File: config.mk
export PLATFORM = sky130hd
export DESIGN_NAME = branch_resolve_unit_flat
export DESIGN_NICKNAME = d
export VERILOG_FILES = /design/src/rtl/branch_resolve_unit_if.sv /design/src/rtl/branch_resolve_unit.sv /design/src/flat_wrapper.sv
export SDC_FILE = /design/constraint.sdc
export NUM_CORES = 1
export LEC_CHECK = 0
export ABC_AREA = 1
export CAP_MARGIN = 10
export CORE_ASPECT_RATIO = 1.1
export CORE_MARGIN = 5
export CORE_UTILIZATION = 30
export CTS_CLUSTER_SIZE = 28
export DETAILED_ROUTE_END_ITERATION = 10
export GPL_ROUTABILITY_DRIVEN = 1
export GPL_TIMING_DRIVEN = 0
export PLACE_DENSITY = 0.72
export SYNTH_ARGS = -nofsm -noshare
export SYNTH_HDL_FRONTEND = slang
export SYNTH_SLANG_ARGS = --single-unit
File: constraint.sdc
create_clock -name clk_i -period 3.6 [get_ports clk_i]
set_clock_uncertainty 0.05 [all_clocks]
set_input_delay 0.54 -clock clk_i [delete_from_list [all_inputs] [get_ports clk_i]]
set_output_delay 0.54 -clock clk_i [all_outputs]
set_load 0.02 [all_outputs]
File: src/rtl/branch_resolve_unit_if.sv
// Request/result bundle between decode and the branch resolution stage.
// The master drives the branch request; the slave returns the resolved result.
interface branch_resolve_unit_if #(
  parameter int unsigned WIDTH  = 16,
  parameter int unsigned ADDR_W = 16
) ();

  logic              req_valid;
  logic              req_ready;
  logic [WIDTH-1:0]  op_a;
  logic [WIDTH-1:0]  op_b;
  logic [1:0]        branch_code;
  logic              signed_cmp;
  logic              pred_taken;
  logic [ADDR_W-1:0] target_pc;
  logic [ADDR_W-1:0] fallthru_pc;
  logic              resolve_valid;
  logic              taken;
  logic              mispredict;
  logic [ADDR_W-1:0] redirect_pc;
  logic              flush;

  modport master (
    output req_valid, op_a, op_b, branch_code, signed_cmp, pred_taken, target_pc, fallthru_pc,
    input  req_ready, resolve_valid, taken, mispredict, redirect_pc, flush
  );

  modport slave (
    input  req_valid, op_a, op_b, branch_code, signed_cmp, pred_taken, target_pc, fallthru_pc,
    output req_ready, resolve_valid, taken, mispredict, redirect_pc, flush
  );

endinterface

File: src/rtl/branch_resolve_unit.sv
// Registered branch resolution stage: compare, check prediction, redirect and timed flush.
// Optional BRU_STATS_EN adds saturating resolve/mispredict counters.
module branch_resolve_unit #(
  parameter int unsigned WIDTH        = 16,
  parameter int unsigned ADDR_W       = 16,
  parameter int unsigned FLUSH_CYCLES = 2
) (
  input  logic                   clk_i,
  input  logic                   rst_i,
  branch_resolve_unit_if.slave   brq
`ifdef BRU_STATS_EN
  ,
  output logic [15:0]            stat_resolved_o,
  output logic [15:0]            stat_mispredict_o
`endif
);

  typedef enum logic [0:0] {StIdle, StFlush} state_e;

  localparam logic [3:0] FlushLoad = 4'(FLUSH_CYCLES - 1);

  state_e            state_q, state_d;
  logic [3:0]        flush_cnt_q, flush_cnt_d;
  logic              resolve_valid_q, resolve_valid_d;
  logic              taken_q, taken_d;
  logic              mispredict_q, mispredict_d;
  logic [ADDR_W-1:0] redirect_pc_q, redirect_pc_d;

  logic cmp_eq, cmp_gt, cmp_lt, cmp_taken;
  logic req_ready, accept, misp_now;

  // Ready depends only on registered state, never on req_valid.
  assign req_ready = (state_q == StIdle);
  assign accept    = brq.req_valid & req_ready;

  always_comb begin
    cmp_eq = (brq.op_a == brq.op_b);
    if (brq.signed_cmp) begin
      cmp_gt = ($signed(brq.op_a) > $signed(brq.op_b));
      cmp_lt = ($signed(brq.op_a) < $signed(brq.op_b));
    end else begin
      cmp_gt = (brq.op_a > brq.op_b);
      cmp_lt = (brq.op_a < brq.op_b);
    end
    cmp_taken = 1'b0;
    unique case (brq.branch_code)
      2'b00: cmp_taken = cmp_eq;
      2'b01: cmp_taken = cmp_gt;
      2'b10: cmp_taken = cmp_lt;
      2'b11: cmp_taken = ~cmp_eq;
      default: cmp_taken = 1'b0;
    endcase
  end

  assign misp_now = cmp_taken ^ brq.pred_taken;

  always_comb begin
    state_d         = state_q;
    flush_cnt_d     = flush_cnt_q;
    resolve_valid_d = 1'b0;
    taken_d         = taken_q;
    mispredict_d    = mispredict_q;
    redirect_pc_d   = redirect_pc_q;
    unique case (state_q)
      StIdle: begin
        if (accept) begin
          resolve_valid_d = 1'b1;
          taken_d         = cmp_taken;
          mispredict_d    = misp_now;
          redirect_pc_d   = cmp_taken ? brq.target_pc : brq.fallthru_pc;
          if (misp_now) begin
            state_d     = StFlush;
            flush_cnt_d = FlushLoad;
          end
        end
      end
      StFlush: begin
        if (flush_cnt_q == 4'd0) begin
          state_d = StIdle;
        end else begin
          flush_cnt_d = flush_cnt_q - 4'd1;
        end
      end
      default: state_d = StIdle;
    endcase
  end

  always_ff @(posedge clk_i) begin
    if (rst_i) begin
      state_q         <= StIdle;
      flush_cnt_q     <= 4'd0;
      resolve_valid_q <= 1'b0;
      taken_q         <= 1'b0;
      mispredict_q    <= 1'b0;
      redirect_pc_q   <= '0;
    end else begin
      state_q         <= state_d;
      flush_cnt_q     <= flush_cnt_d;
      resolve_valid_q <= resolve_valid_d;
      taken_q         <= taken_d;
      mispredict_q    <= mispredict_d;
      redirect_pc_q   <= redirect_pc_d;
    end
  end

  assign brq.req_ready     = req_ready;
  assign brq.resolve_valid = resolve_valid_q;
  assign brq.taken         = taken_q;
  assign brq.mispredict    = mispredict_q;
  assign brq.redirect_pc   = redirect_pc_q;
  // Flush window begins with the resolve cycle, so it is simply the FLUSH state.
  assign brq.flush         = (state_q == StFlush);

`ifdef BRU_STATS_EN
  logic [15:0] stat_res_q, stat_misp_q;

  always_ff @(posedge clk_i) begin
    if (rst_i) begin
      stat_res_q  <= 16'd0;
      stat_misp_q <= 16'd0;
    end else begin
      if (resolve_valid_q && (stat_res_q != 16'hFFFF)) begin
        stat_res_q <= stat_res_q + 16'd1;
      end
      if (resolve_valid_q && mispredict_q && (stat_misp_q != 16'hFFFF)) begin
        stat_misp_q <= stat_misp_q + 16'd1;
      end
    end
  end

  assign stat_resolved_o   = stat_res_q;
  assign stat_mispredict_o = stat_misp_q;
`endif

endmodule
File: src/flat_wrapper.sv
// flat-port wrapper written by rule: the top's interface ports become plain ports
module branch_resolve_unit_flat 
#(
  parameter int unsigned WIDTH        = 16,
  parameter int unsigned ADDR_W       = 16,
  parameter int unsigned FLUSH_CYCLES = 2
)
  (clk_i, rst_i, brq_req_valid, brq_op_a, brq_op_b, brq_branch_code, brq_signed_cmp, brq_pred_taken, brq_target_pc, brq_fallthru_pc, brq_req_ready, brq_resolve_valid, brq_taken, brq_mispredict, brq_redirect_pc, brq_flush);
  branch_resolve_unit_if #(.WIDTH(WIDTH), .ADDR_W(ADDR_W)) brq_i ();
  input  logic clk_i;
  input  logic rst_i;
  input wire logic [$bits(brq_i.req_valid)-1:0] brq_req_valid;
  input wire logic [$bits(brq_i.op_a)-1:0] brq_op_a;
  input wire logic [$bits(brq_i.op_b)-1:0] brq_op_b;
  input wire logic [$bits(brq_i.branch_code)-1:0] brq_branch_code;
  input wire logic [$bits(brq_i.signed_cmp)-1:0] brq_signed_cmp;
  input wire logic [$bits(brq_i.pred_taken)-1:0] brq_pred_taken;
  input wire logic [$bits(brq_i.target_pc)-1:0] brq_target_pc;
  input wire logic [$bits(brq_i.fallthru_pc)-1:0] brq_fallthru_pc;
  output wire logic [$bits(brq_i.req_ready)-1:0] brq_req_ready;
  output wire logic [$bits(brq_i.resolve_valid)-1:0] brq_resolve_valid;
  output wire logic [$bits(brq_i.taken)-1:0] brq_taken;
  output wire logic [$bits(brq_i.mispredict)-1:0] brq_mispredict;
  output wire logic [$bits(brq_i.redirect_pc)-1:0] brq_redirect_pc;
  output wire logic [$bits(brq_i.flush)-1:0] brq_flush;
  assign brq_i.req_valid = brq_req_valid;
  assign brq_i.op_a = brq_op_a;
  assign brq_i.op_b = brq_op_b;
  assign brq_i.branch_code = brq_branch_code;
  assign brq_i.signed_cmp = brq_signed_cmp;
  assign brq_i.pred_taken = brq_pred_taken;
  assign brq_i.target_pc = brq_target_pc;
  assign brq_i.fallthru_pc = brq_fallthru_pc;
  assign brq_req_ready = brq_i.req_ready;
  assign brq_resolve_valid = brq_i.resolve_valid;
  assign brq_taken = brq_i.taken;
  assign brq_mispredict = brq_i.mispredict;
  assign brq_redirect_pc = brq_i.redirect_pc;
  assign brq_flush = brq_i.flush;
  branch_resolve_unit #(.WIDTH(WIDTH), .ADDR_W(ADDR_W), .FLUSH_CYCLES(FLUSH_CYCLES)) u_core (.clk_i(clk_i), .rst_i(rst_i), .brq(brq_i));
endmodule
Yosys cells after proc, flatten, opt, wreduce, memory -nomap -nowiden
Index checks and enable logic that the tools add are counted.
{"block": "totals", "reg_bits": 24, "output_inout_bits": 21, "inputBits": 71, "elab_cells": 40}
{"block": "op_classes", "order_cmp": 4, "bitwise_logic": 4, "addsub": 1, "eq_ne": 7, "muxes": 13, "reduce_logical": 5}
{"operator": "> comparator 16 bit", "count": 2}
{"operator": "< comparator 16 bit", "count": 2}
{"operator": "equality test 16 bit", "count": 1}
{"operator": "2-to-1 mux 16 bit", "count": 1}
{"operator": "2-to-1 mux 4 bit", "count": 3}
{"operator": "one-hot mux 4 bit (2 select lines)", "count": 1}
{"operator": "2-to-1 mux 1 bit", "count": 6}
{"operator": "!= test 2 bit, second input constant", "count": 3}
{"operator": "equality test 2 bit, second input constant", "count": 2}
{"operator": "logical NOT 4 bit", "count": 1}
{"operator": "one-hot mux 1 bit (4 select lines)", "count": 1}
{"operator": "subtractor 4 x 1 -> 4 bit, second input constant", "count": 1}
{"operator": "AND reduction 3 bit", "count": 1}
{"operator": "equality test 2 x 1 -> 1 bit, second input constant", "count": 1}
{"operator": "logical NOT 2 bit", "count": 1}
{"operator": "NOT 1 bit", "count": 2}
{"operator": "one-hot mux 1 bit (2 select lines)", "count": 1}
{"operator": "AND reduction 2 bit", "count": 1}
{"operator": "OR reduction 2 bit", "count": 1}
{"operator": "AND 1 bit", "count": 1}
{"operator": "bitwise XOR 1 bit", "count": 1}

Logic depth before layout (Yosys ltp)
Gate-level depths: netlist of run 1.
{"block": "logic_depth", "depth_word": 7, "ltp_mapped": 22}

Worst setup path before layout of run 1
OpenSTA, ideal clock, no wires.
{"block": "synth_path", "path_kind": "input to register", "from": "input brq_op_b[15]", "to": "register u_core.redirect_pc_q[11] (netlist: u_core.brq.redirect_pc[11])", "setup_ns": 0.116, "t_arrival_ns": 2.077, "t_required_ns": 3.434, "cell_stages": 17, "path_slack_ns": 1.357, "path_cell_list": "inv_1 ha_1 a21oi_1 o21ai_0 nor2_1 nand2_1 nand2_1 nand2_1 nand2_1 nand3_2 nand2_4 inv_6 buf_12 nand2_2 nand3_1 o211ai_1 inv_1"}
{"block": "synth_between", "elab_chain_len": 4, "word_cells_on_any_way": 10, "cone_classes": "order compare: 4; eq/ne: 1; mux: 4; bitwise: 1"}
{"item": "start: declaration", "line": "flat_wrapper.sv:14", "text": "input wire logic [$bits(brq_i.op_b)-1:0] brq_op_b;"}
{"item": "< comparator 16 bit, or another cell as far along", "line": "branch_resolve_unit.sv:43", "text": "cmp_lt = (brq.op_a < brq.op_b);"}
{"item": "2-to-1 mux 1 bit / NOT 1 bit (equally long branches)", "line": "branch_resolve_unit.sv:38, branch_resolve_unit.sv:50"}
{"item": "one-hot mux 1 bit (4 select lines) *", "line": "branch_resolve_unit.sv:46", "text": "unique case (brq.branch_code)"}
{"item": "2-to-1 mux 16 bit *", "line": "branch_resolve_unit.sv:70", "text": "redirect_pc_d = cmp_taken ? brq.target_pc : brq.fallthru_pc;"}
{"item": "end signal: assignment", "line": "branch_resolve_unit.sv:102", "text": "redirect_pc_q <= redirect_pc_d;"}
{"item": "end: declaration", "line": "branch_resolve_unit.sv:27", "text": "logic [ADDR_W-1:0] redirect_pc_q, redirect_pc_d;"}
Mark *: on every way between the ends. The rest lies on a longest branch, timed or not.
A chain may end at the register's enable or synchronous reset.

Worst setup path in the final report of run 1
Same ends and word-level chain as after synthesis.

==> reports/qor.txt, run 1 <==
Outcome: complete, no violations
Final wirelength: 4780 um
Chip width: 82.5 um
Non-Filler Instances: 407
CTS buffer count: 3
Worst vdd ir: 0.242 mV
Initial Utilization: 30.4%
Minimum clock period: 2640 ps
CP Capture Type: register
Total Routing Usage GR: 13.4%
Final HPWL DP: 3990 um
Grt ovf: 0
Avg Synthesized Cell Area: 7.37 um^2
Post-Place Cells: 403
Synth Register Bits: 24
Maxcap violations: 0
DP Area: 0.00274 mm^2
Core Util, Final: 49.4%
Final total power: 0.902 mW
Synth Warn #: 0
DR iter-0 viols: 52
Static leakage: 1.33 nW
Global-route wire length before repair: 8050 um
Sequential standard cell area: 480 um^2
Req. time, crit path: 3710 ps
Core area: 0.00570 mm^2
Most used cell along the critical path: nand2_1
Row count: 29
Routability cong.: 0.741
Netlist cell types: 27
Crit-path cells: clkdlybuf4s50_1 -> inv_1 -> ha_1 -> a21oi_1 -> o21ai_0 -> nor2_1 -> nand2_1 -> nand2_1 -> nand2_1 -> nand2_1 -> nand3_2 -> nand2_4 -> inv_6 -> buf_12 -> nand2_2 -> nand3_1 -> o211ai_1 -> inv_1
CP startpoint kind: input pin
Total inserted antenna cells: 0
Min Hold Slack: 425 ps
Highest Clock Rate: 379 MHz
Seq/Total Area, Yosys: 27.7%
FILL cells: 597
Cts hold-fix bufs: 0
Leading area contributor after synthesis: dfxtp_1
Slew @ Worst Pin: 295 ps
DIE AREA: 0.00740 mm^2
WL/cell: 11.7 um
IO Pins: 92
Post-placement setup slack: 658 ps
Worst stage delay on the critical path: 450 ps
Setup CP Type: in -> reg
Vias in the first global route: 1830
Multi-input gate area: 0.00101 mm^2
Drt first pass iters: 4
Final setup fails: 0
Root buffer cell: clkbuf_8
Post-Synthesis Net Count: 323
Slew Limit Headroom: 80.2%
Synth Instances: 235
Share of cells above drive strength 1: 12.7%
Worst EP arrival: 2750 ps
Hold Path Class: reg -> reg
Final #Nets: 419
CP Max Fanout: 10
H-tree level count: 1
CP top delay family: buffers and inverters
Input/output buffers: 91
CTS max path bufs: 2
ANT nets after route: 0
CTS tree: built
Top cell type's share of synthesized area: 27.7%
Resized Gates After CTS: 0
Final Cycle Share: 73.3%
Main area contributors after synthesis: dfxtp_1 28%, ha_1 12%, nand2_1 11%, inv_1 9.7%, nand3_1 4.6%
# DRC: 0
Pin count of the biggest net entering global routing: 15
Clock sink count: 24
Area delta synth->final: 62.2%
Final hold vios: 0
Final slew viol count: 0
Initial antenna violation count: 0
Syn Std Cell Area: 0.00173 mm^2
Reg2Reg Setup Slack: 2030 ps
Die Ht: 89.7 um
Final WS setup: 962 ps
Final std cell area, no fill: 0.00281 mm^2
Commonest non-fill, non-tap cell in the layout: clkdlybuf4s50_1
Setup TNS: 0 ps
Setup bufs post-CTS: 0
Worst-path clk slew: 80 ps
Vias per cell: 4.46
Most frequent cells in the layout: 91 x clkdlybuf4s50_1, 53 x nand2_1, 45 x inv_1, 24 x dfxtp_1, 17 x ha_1
Via count: 1816
Cell area power density: 321 mW/mm^2
Buffers and inverters on the worst path: 5
RSZ-0062 raised after global routing: false
Max stage delay cell, worst path: clkdlybuf4s50_1
Clk Latency, worst-skew pair: 260 ps
[cell type report]
cell class | instances | share of cell area, %
Clock buffer | 3 | 1.47
Buffer | 6 | 1.87
Timing Repair Buffer | 91 | 32.4
Clock inverter | 1 | 1.07
Tap cell | 77 | 3.43
Sequential cell | 24 | 17.1
Multi-Input combinational cell | 157 | 36.1
Inverter | 48 | 6.59
[sequential cells by signal (all words and copies together) (netlist names)]
signal,flops
u_core.brq.flush,1
u_core.brq.redirect_pc,16
u_core.brq.resolve_valid,1
u_core.flush_cnt_q,4
u_core.brq.taken,1
u_core.brq.mispredict,1
[layer usage]
| metal | vias to the layer above | global-route usage [%] | share of wire [%] |
|---|---|---|---|
| met4 | 0 | 3.74 | 1.8 |
| met3 | 6 | 3.20 | 7.7 |
| met2 | 57 | 23.5 | 48 |
| li1 | 945 | - | - |
| met1 | 808 | 15.9 | 43 |
| met5 | - | 0 | 0 |
[final timing paths]
check,from,end,depth (start not counted)
setup / recovery,brq_op_b[15],u_core.brq.redirect_pc[11],18
hold reg to reg,u_core.brq.mispredict,u_core.brq.mispredict,2
setup reg to reg,u_core.brq.flush,u_core.brq.redirect_pc[11],6
hold / removal,u_core.brq.mispredict,u_core.brq.mispredict,2
[synthesized netlist by cell type (all sizes together)]
| library cell | number |
|---|---|
| nand2 | 66 |
| inv | 46 |
| nand3 | 25 |
| dfxtp | 24 |
| ha | 17 |
| o211ai | 16 |
| a21oi | 12 |
| nor2 | 10 |
| buf | 6 |
| o21ai | 3 |
| clkinv | 2 |
| nand4 | 2 |
| nor3 | 2 |
| xnor2 | 2 |
| a21o | 1 |
| nor4 | 1 |
[worst reg2reg max path: stages, from the launching register on]
cell      delay [ps]
dfxtp_1          380
inv_1            120
nand2_1          120
clkinv_1         250
buf_2            300
o211ai_1         200
inv_1             50
[report_power, final]
group	switching [mW]	internal (mW)	leakage, nW	total [mW]
sequential	0.0156	0.291	0.198	0.307
combinational	0.174	0.184	1.09	0.358
clock	0.0887	0.149	0.0357	0.237
total	0.278	0.624	1.33	0.902
[kinds of logic (layout without fill, tap and decap cells)]
group                      after synthesis  in the layout  share of synthesized area, %
AOI/OAI and AO/OA                       32             32                          13.4
xor gates and xnor gates                 2              2                          1.01
adders and majority gates               17             17                          12.3
buffers and inverters                   54            149                          13.7
DFF                                     24             24                          27.7
and+or+nand+nor                        106            106                          31.8
(Power assumes the default switching activity.)
==> run 2, diff against run 1 <==
==> constraint.sdc (replaced) <==
create_clock -name clk_i -period 2.55 [get_ports clk_i]
set_clock_uncertainty 0.05 [all_clocks]
set_input_delay 0.3825 -clock clk_i [delete_from_list [all_inputs] [get_ports clk_i]]
set_output_delay 0.3825 -clock clk_i [all_outputs]
set_load 0.02 [all_outputs]
==> reports/qor.txt, run 2 (synthesized netlist as in run 1, its figures left out) <==
Outcome: complete, no violations
FILL cells: 555 (-7.0%)
Core area: 0.00570 mm^2 (unchanged)
IO Pins: 92 (unchanged)
CP Capture Type: register
Static leakage: 1.43 nW (+7.6%)
Share of cells above drive strength 1: 23.1% (+10 points)
Setup CP Type: in -> reg
Row count: 29 (unchanged)
ANT nets after route: 0 (unchanged)
Most frequent cells in the layout: 84 x clkdlybuf4s50_1, 47 x nand2_1, 39 x inv_1, 24 x dfxtp_1, 15 x nand2_2
CP startpoint kind: input pin
Final wirelength: 5120 um (+7.2%)
Pin count of the biggest net entering global routing: 15 (unchanged)
Input/output buffers: 91 (unchanged)
Commonest non-fill, non-tap cell in the layout: clkdlybuf4s50_1
Grt ovf: 0 (unchanged)
RSZ-0062 raised after global routing: true
Via count: 1842 (+1.4%)
Drt first pass iters: 4 (unchanged)
Initial antenna violation count: 0 (unchanged)
Global route hottest layer: met2
Final HPWL DP: 3990 um (unchanged)
Vias in the first global route: 1830 (unchanged)
Maxcap violations: 0 (unchanged)
Worst vdd ir: 0.342 mV (+41%)
Post-placement setup slack: -234 ps (-893 ps)
Vias per cell: 4.49 (+0.69%)
Final slew viol count: 0 (unchanged)
Total inserted antenna cells: 0 (unchanged)
Final total power: 1.35 mW (+49%)
DIE AREA: 0.00740 mm^2 (unchanged)
H-tree level count: 1 (unchanged)
Routability cong.: 0.741 (unchanged)
Minimum clock period: 2400 ps
Final std cell area, no fill: 0.00307 mm^2 (+9.3%)
Hold Path Depth: 2 (unchanged)
Slew Limit Headroom: 80.5% (+0.30 points)
DR iter-0 viols: 53 (+1.9%)
Clock sink count: 24 (unchanged)
Die Ht: 89.7 um (unchanged)
Req. time, crit path: 2670 ps (-1040 ps)
Final hold vios: 0 (unchanged)
Highest Clock Rate: 417 MHz
Total Routing Usage GR: 13.4% (unchanged)
Global-route wire length before repair: 8050 um (unchanged)
CTS buffer count: 3 (unchanged)
Chip width: 82.5 um (unchanged)
WL/cell: 12.5 um (+6.4%)
Final Cycle Share: 94.1%
Worst-path clk slew: 90 ps (about the same)
Setup TNS: 0 ps (unchanged)
Area delta synth->final: 77.3%
CTS tree: built
Worst EP arrival: 2520 ps (-230 ps)
Final WS setup: 149 ps (-813 ps)
Hold Path Class: reg -> reg
Met3 Usage GRT: 3.20% (unchanged)
Met1 GRT Util: 15.9% (unchanged)
Root buffer cell: clkbuf_8
Slew @ Worst Pin: 290 ps (-4.44 ps)
Clk Latency, worst-skew pair: 260 ps (about the same)
GR Layer Usage met2: 23.5% (unchanged)
Max reg flops: 16 (unchanged)
DP Area: 0.00274 mm^2 (unchanged)
CP Max Fanout: 8 (-2)
# DRC: 0 (unchanged)
Final #Nets: 422 (+0.72%)
Final setup fails: 0 (unchanged)
Cell area power density: 439 mW/mm^2 (+37%)
Initial Utilization: 30.4% (unchanged)
CTS max path bufs: 2 (unchanged)
Reg2reg path depth: 6 (unchanged)
==> run 2: cell types whose count changed in the layout (fill, tap and decap cells not counted), sizes merged <==
cell,change
clkbuf,+1
clkdlybuf4s50,-7
dlymetal6s2s,+7
buf,+2
==> run 2: area by class of cell <==
| cell class | count | area (um^2) | area share [%] |
|---|---|---|---|
| Sequential cell | 24 | 480 | 15.6 |
| Timing Repair Buffer | 94 | 968 | 31.5 |
| Tap cell | 77 | 96.3 | 3.14 |
| Clock buffer | 3 | 41.3 | 1.34 |
| Clock inverter | 1 | 30.0 | 0.977 |
| Multi-Input combinational cell | 157 | 1210 | 39.3 |
| Buffer | 6 | 60.1 | 1.95 |
| Inverter | 48 | 188 | 6.11 |
==> run 2: path summary, 6_finish.rpt <==
kind | start | slack [ps] | endpoint
worst max-delay path | brq_op_b[15] | 150 | u_core.brq.redirect_pc[8]
worst min-delay path | u_core.brq.mispredict | 420 | u_core.brq.mispredict
worst min register to register | u_core.brq.mispredict | 420 | u_core.brq.mispredict
worst max register to register | u_core.brq.flush | 960 | u_core.brq.redirect_pc[11]
==> run 2: metrics by stage <==
stage	std cells	hold slack, ps	util (%)
2_1_floorplan	235	400	-
6_report	410	425	53.9
3_3_place_gp	403	408	48.1
3_5_place_dp	403	410	48.1
5_1_grt	410	456	53.9
4_1_cts	407	425	49.4
==> run 2: power breakdown <==
| part | total [mW] | internal (mW) | leakage (nW) | switching [mW] |
|---|---|---|---|---|
| Combinational | 0.579 | 0.304 | 1.19 | 0.276 |
| Sequential | 0.433 | 0.411 | 0.198 | 0.0219 |
| Clock | 0.335 | 0.210 | 0.0357 | 0.125 |
==> run 2: timing repair <==
item,in CTS,in global routing
endpoints found under the setup margin,0,20
setup buffers,0,2
hold buffers,0,0
resized for setup,0,47
==> run 2: per-layer routing <==
| layer | up-vias | part of all wire [%] |
|---|---|---|
| li1 | 951 | - |
| met1 | 822 | 41 |
| met2 | 59 | 50 |
| met3 | 10 | 7.6 |
| met4 | 0 | 1.8 |
| met5 | - | 0 |
==> run 2: worst max-delay path, stage by stage <==
cell and delay (ps):
clkdlybuf4s50_1 450, inv_1 60, ha_4 290, nand4_4 130, nor3_2 190, nand2_2 90
nand2_2 70, nand2_2 50, nand3_2 60, nand3_2 100, nand2_4 180, inv_8 70
buf_12 140, nand2_2 50, nand3_1 60, o211ai_1 90, inv_1 60
==> run 3, diff against run 2 <==
--- a/config.mk
+++ b/config.mk
@@ -14,7 +14,6 @@
 export DETAILED_ROUTE_END_ITERATION = 10
 export GPL_ROUTABILITY_DRIVEN = 1
 export GPL_TIMING_DRIVEN = 0
-export PLACE_DENSITY = 0.72
 export SYNTH_ARGS = -nofsm -noshare
 export SYNTH_HDL_FRONTEND = slang
 export SYNTH_SLANG_ARGS = --single-unit
==> reports/qor.txt, run 3 (synthesized netlist as in run 1, its figures left out) <==
Outcome: complete, no violations
Die Ht: 89.7 um (unchanged)
Most frequent cells in the layout: 89 x clkdlybuf4s50_1, 49 x nand2_1, 43 x inv_1, 24 x dfxtp_1, 14 x nand2_2
Vias per cell: 4.40 (-2.1%)
Worst-path clk slew: 80 ps (about the same)
IO Pins: 92 (unchanged)
Reg2Reg Setup Slack: 960 ps (about the same)
Crit path capture: u_core.brq.redirect_pc[7]
Total Routing Usage GR: 13.3% (-0.15 points)
Buffers and inverters on the worst path: 5 (unchanged)
Cell area power density: 408 mW/mm^2 (-6.9%)
Pin count of the biggest net entering global routing: 13 (-2)
Met1 GRT Util: 16.5% (+0.65 points)
Input/output buffers: 91 (unchanged)
Setup CP Type: in -> reg
Final HPWL DP: 3940 um (-1.2%)
Met3 Usage GRT: 4.20% (+1.0 points)
Final slew viol count: 0 (unchanged)
Reg2reg path depth: 6 (unchanged)
CTS buffer count: 3 (unchanged)
Reg-to-reg startpoint: u_core.brq.flush
Worst EP arrival: 2520 ps (about the same)
Core area: 0.00570 mm^2 (unchanged)
CP startpoint kind: input pin
Setup crit start: brq_op_b[5]
CP top delay family: simple AND/OR/NAND/NOR gates
Row count: 29 (unchanged)
Vias in the first global route: 1771 (-3.2%)
Slew Limit Headroom: 78.8% (-1.7 points)
Via count: 1820 (-1.2%)
ANT nets after route: 0 (unchanged)
Global-route wire length before repair: 7980 um (-0.86%)
Share of cells above drive strength 1: 21.1% (-2.1 points)
DP Area: 0.00274 mm^2 (unchanged)
Worst path depth: 20 (+3)
Area delta synth->final: 74.6%
Most used cell along the critical path: nand2_2
Initial antenna violation count: 0 (unchanged)
Crit-path cells: clkdlybuf4s50_1 -> inv_1 -> ha_4 -> a21oi_2 -> nor2_1 -> nor2_1 -> nand2_1 -> nand2_2 -> nand2_2 -> nand2_2 -> nand2_1 -> nand2_1 -> nand3_2 -> nand2_4 -> inv_8 -> clkbuf_16 -> nand2_2 -> nand3_2 -> o211ai_1 -> inv_1
Clk Latency, worst-skew pair: 260 ps (about the same)
CP Capture Type: register
Grt ovf: 0 (unchanged)
Worst vdd ir: 0.256 mV (-25%)
CTS max path bufs: 2 (unchanged)
Final Cycle Share: 94.4% (+0.24 points)
DR iter-0 viols: 54 (+1.9%)
Clock sink count: 24 (unchanged)
Min Hold Slack: 434 ps (+9.27 ps)
Slew @ Worst Pin: 316 ps (+25.7 ps)
Multi-input gate area: 0.00117 mm^2 (-3.2%)
Drt first pass iters: 4 (unchanged)
CP Max Fanout: 8 (unchanged)
Final total power: 1.23 mW (-8.4%)
Initial Utilization: 30.4% (unchanged)
DIE AREA: 0.00740 mm^2 (unchanged)
# DRC: 0 (unchanged)
Static leakage: 1.39 nW (-2.7%)
H-tree level count: 1 (unchanged)
Hold Path Class: reg -> reg
Routability cong.: 0.784 (+5.8%)
Highest Clock Rate: 415 MHz (-0.26%)
Worst stage delay on the critical path: 450 ps (about the same)
Chip width: 82.5 um (unchanged)
Req. time, crit path: 2660 ps (about the same)
Maxcap violations: 0 (unchanged)
WL/cell: 12.2 um (-2.5%)
Minimum clock period: 2410 ps (+6.23 ps)
Final std cell area, no fill: 0.00303 mm^2 (-1.5%)
Total inserted antenna cells: 0 (unchanged)
Final #Nets: 427 (+1.2%)
GR Layer Usage met2: 22.7% (-0.87 points)
Sequential standard cell area: 480 um^2 (unchanged)
Root buffer cell: clkbuf_8
Cts hold-fix bufs: 0 (unchanged)
CTS tree: built
Final wirelength: 5040 um (-1.6%)
Max reg flops: 16 (unchanged)
Global route hottest layer: met2
RR Endpoint: u_core.brq.redirect_pc[11]
Commonest non-fill, non-tap cell in the layout: clkdlybuf4s50_1
Max stage delay cell, worst path: clkdlybuf4s50_1
Final setup fails: 0 (unchanged)
FILL cells: 564 (+1.6%)
Final hold vios: 0 (unchanged)
RSZ-0062 raised after global routing: true
run 3: worst min path at each step:
stage / from / endpoint / cells past startpoint
2_1_floorplan: u_core.flush_cnt_q[1] / u_core.flush_cnt_q[1] / 2
3_3_place_gp: u_core.brq.mispredict / u_core.brq.mispredict / 2
3_5_place_dp: u_core.brq.mispredict / u_core.brq.mispredict / 2
4_1_cts: u_core.brq.mispredict / u_core.brq.mispredict / 2
5_1_grt: u_core.brq.mispredict / u_core.brq.mispredict / 2
6_report: u_core.brq.mispredict / u_core.brq.mispredict / 2
run 3: worst reg2reg max path, cell delays in order (launching register included):
cell and delay (ps):
dfxtp_1 370, inv_1 120, nand2_1 120, clkinv_1 270, buf_2 310, o211ai_1 190
inv_1 60
run 3: layout make-up:
| class | instances | share of cell area, % |
|---|---|---|
| timing repair buffer | 99 | 32.8 |
| inverter | 48 | 6.20 |
| clock buffer | 3 | 1.36 |
| buffer | 6 | 1.86 |
| sequential | 24 | 15.9 |
| multi-input combinational | 157 | 38.7 |
| tap | 77 | 3.18 |
run 3: routing by layer:
| metal | part of all wire, % | vias to the layer above |
|---|---|---|
| met3 | 10 | 2 |
| li1 | - | 956 |
| met2 | 49 | 64 |
| met5 | 0 | - |
| met4 | 0.38 | 0 |
| met1 | 40 | 798 |
run 3: what timing repair did:
action | in CTS | in global routing
setup buffers | 0 | 7
setup endpoints to repair | 0 | 20
endpoints found under the hold margin | 0 | 0
resized for setup | 0 | 29
run 3: through the flow:
stage | setup WS [ps] | util [%] | TNS (ps) | std cells
3_5_place_dp | -212 | 48.1 | -2830 | 403
5_1_grt | -9.57 | 53.1 | -27.8 | 414
2_1_floorplan | 464 | - | 0 | 235
4_1_cts | 72.0 | 48.8 | 0 | 406
6_report | 143 | 53.1 | 0 | 414
3_3_place_gp | -215 | 48.1 | -2850 | 403
run 3: report_power, final:
group / switching [mW] / internal [mW] / total [mW] / leakage, nW
Sequential: 0.0223 / 0.411 / 0.434 / 0.198
Combinational: 0.271 / 0.310 / 0.581 / 1.17
Clock: 0.115 / 0.105 / 0.221 / 0.0216
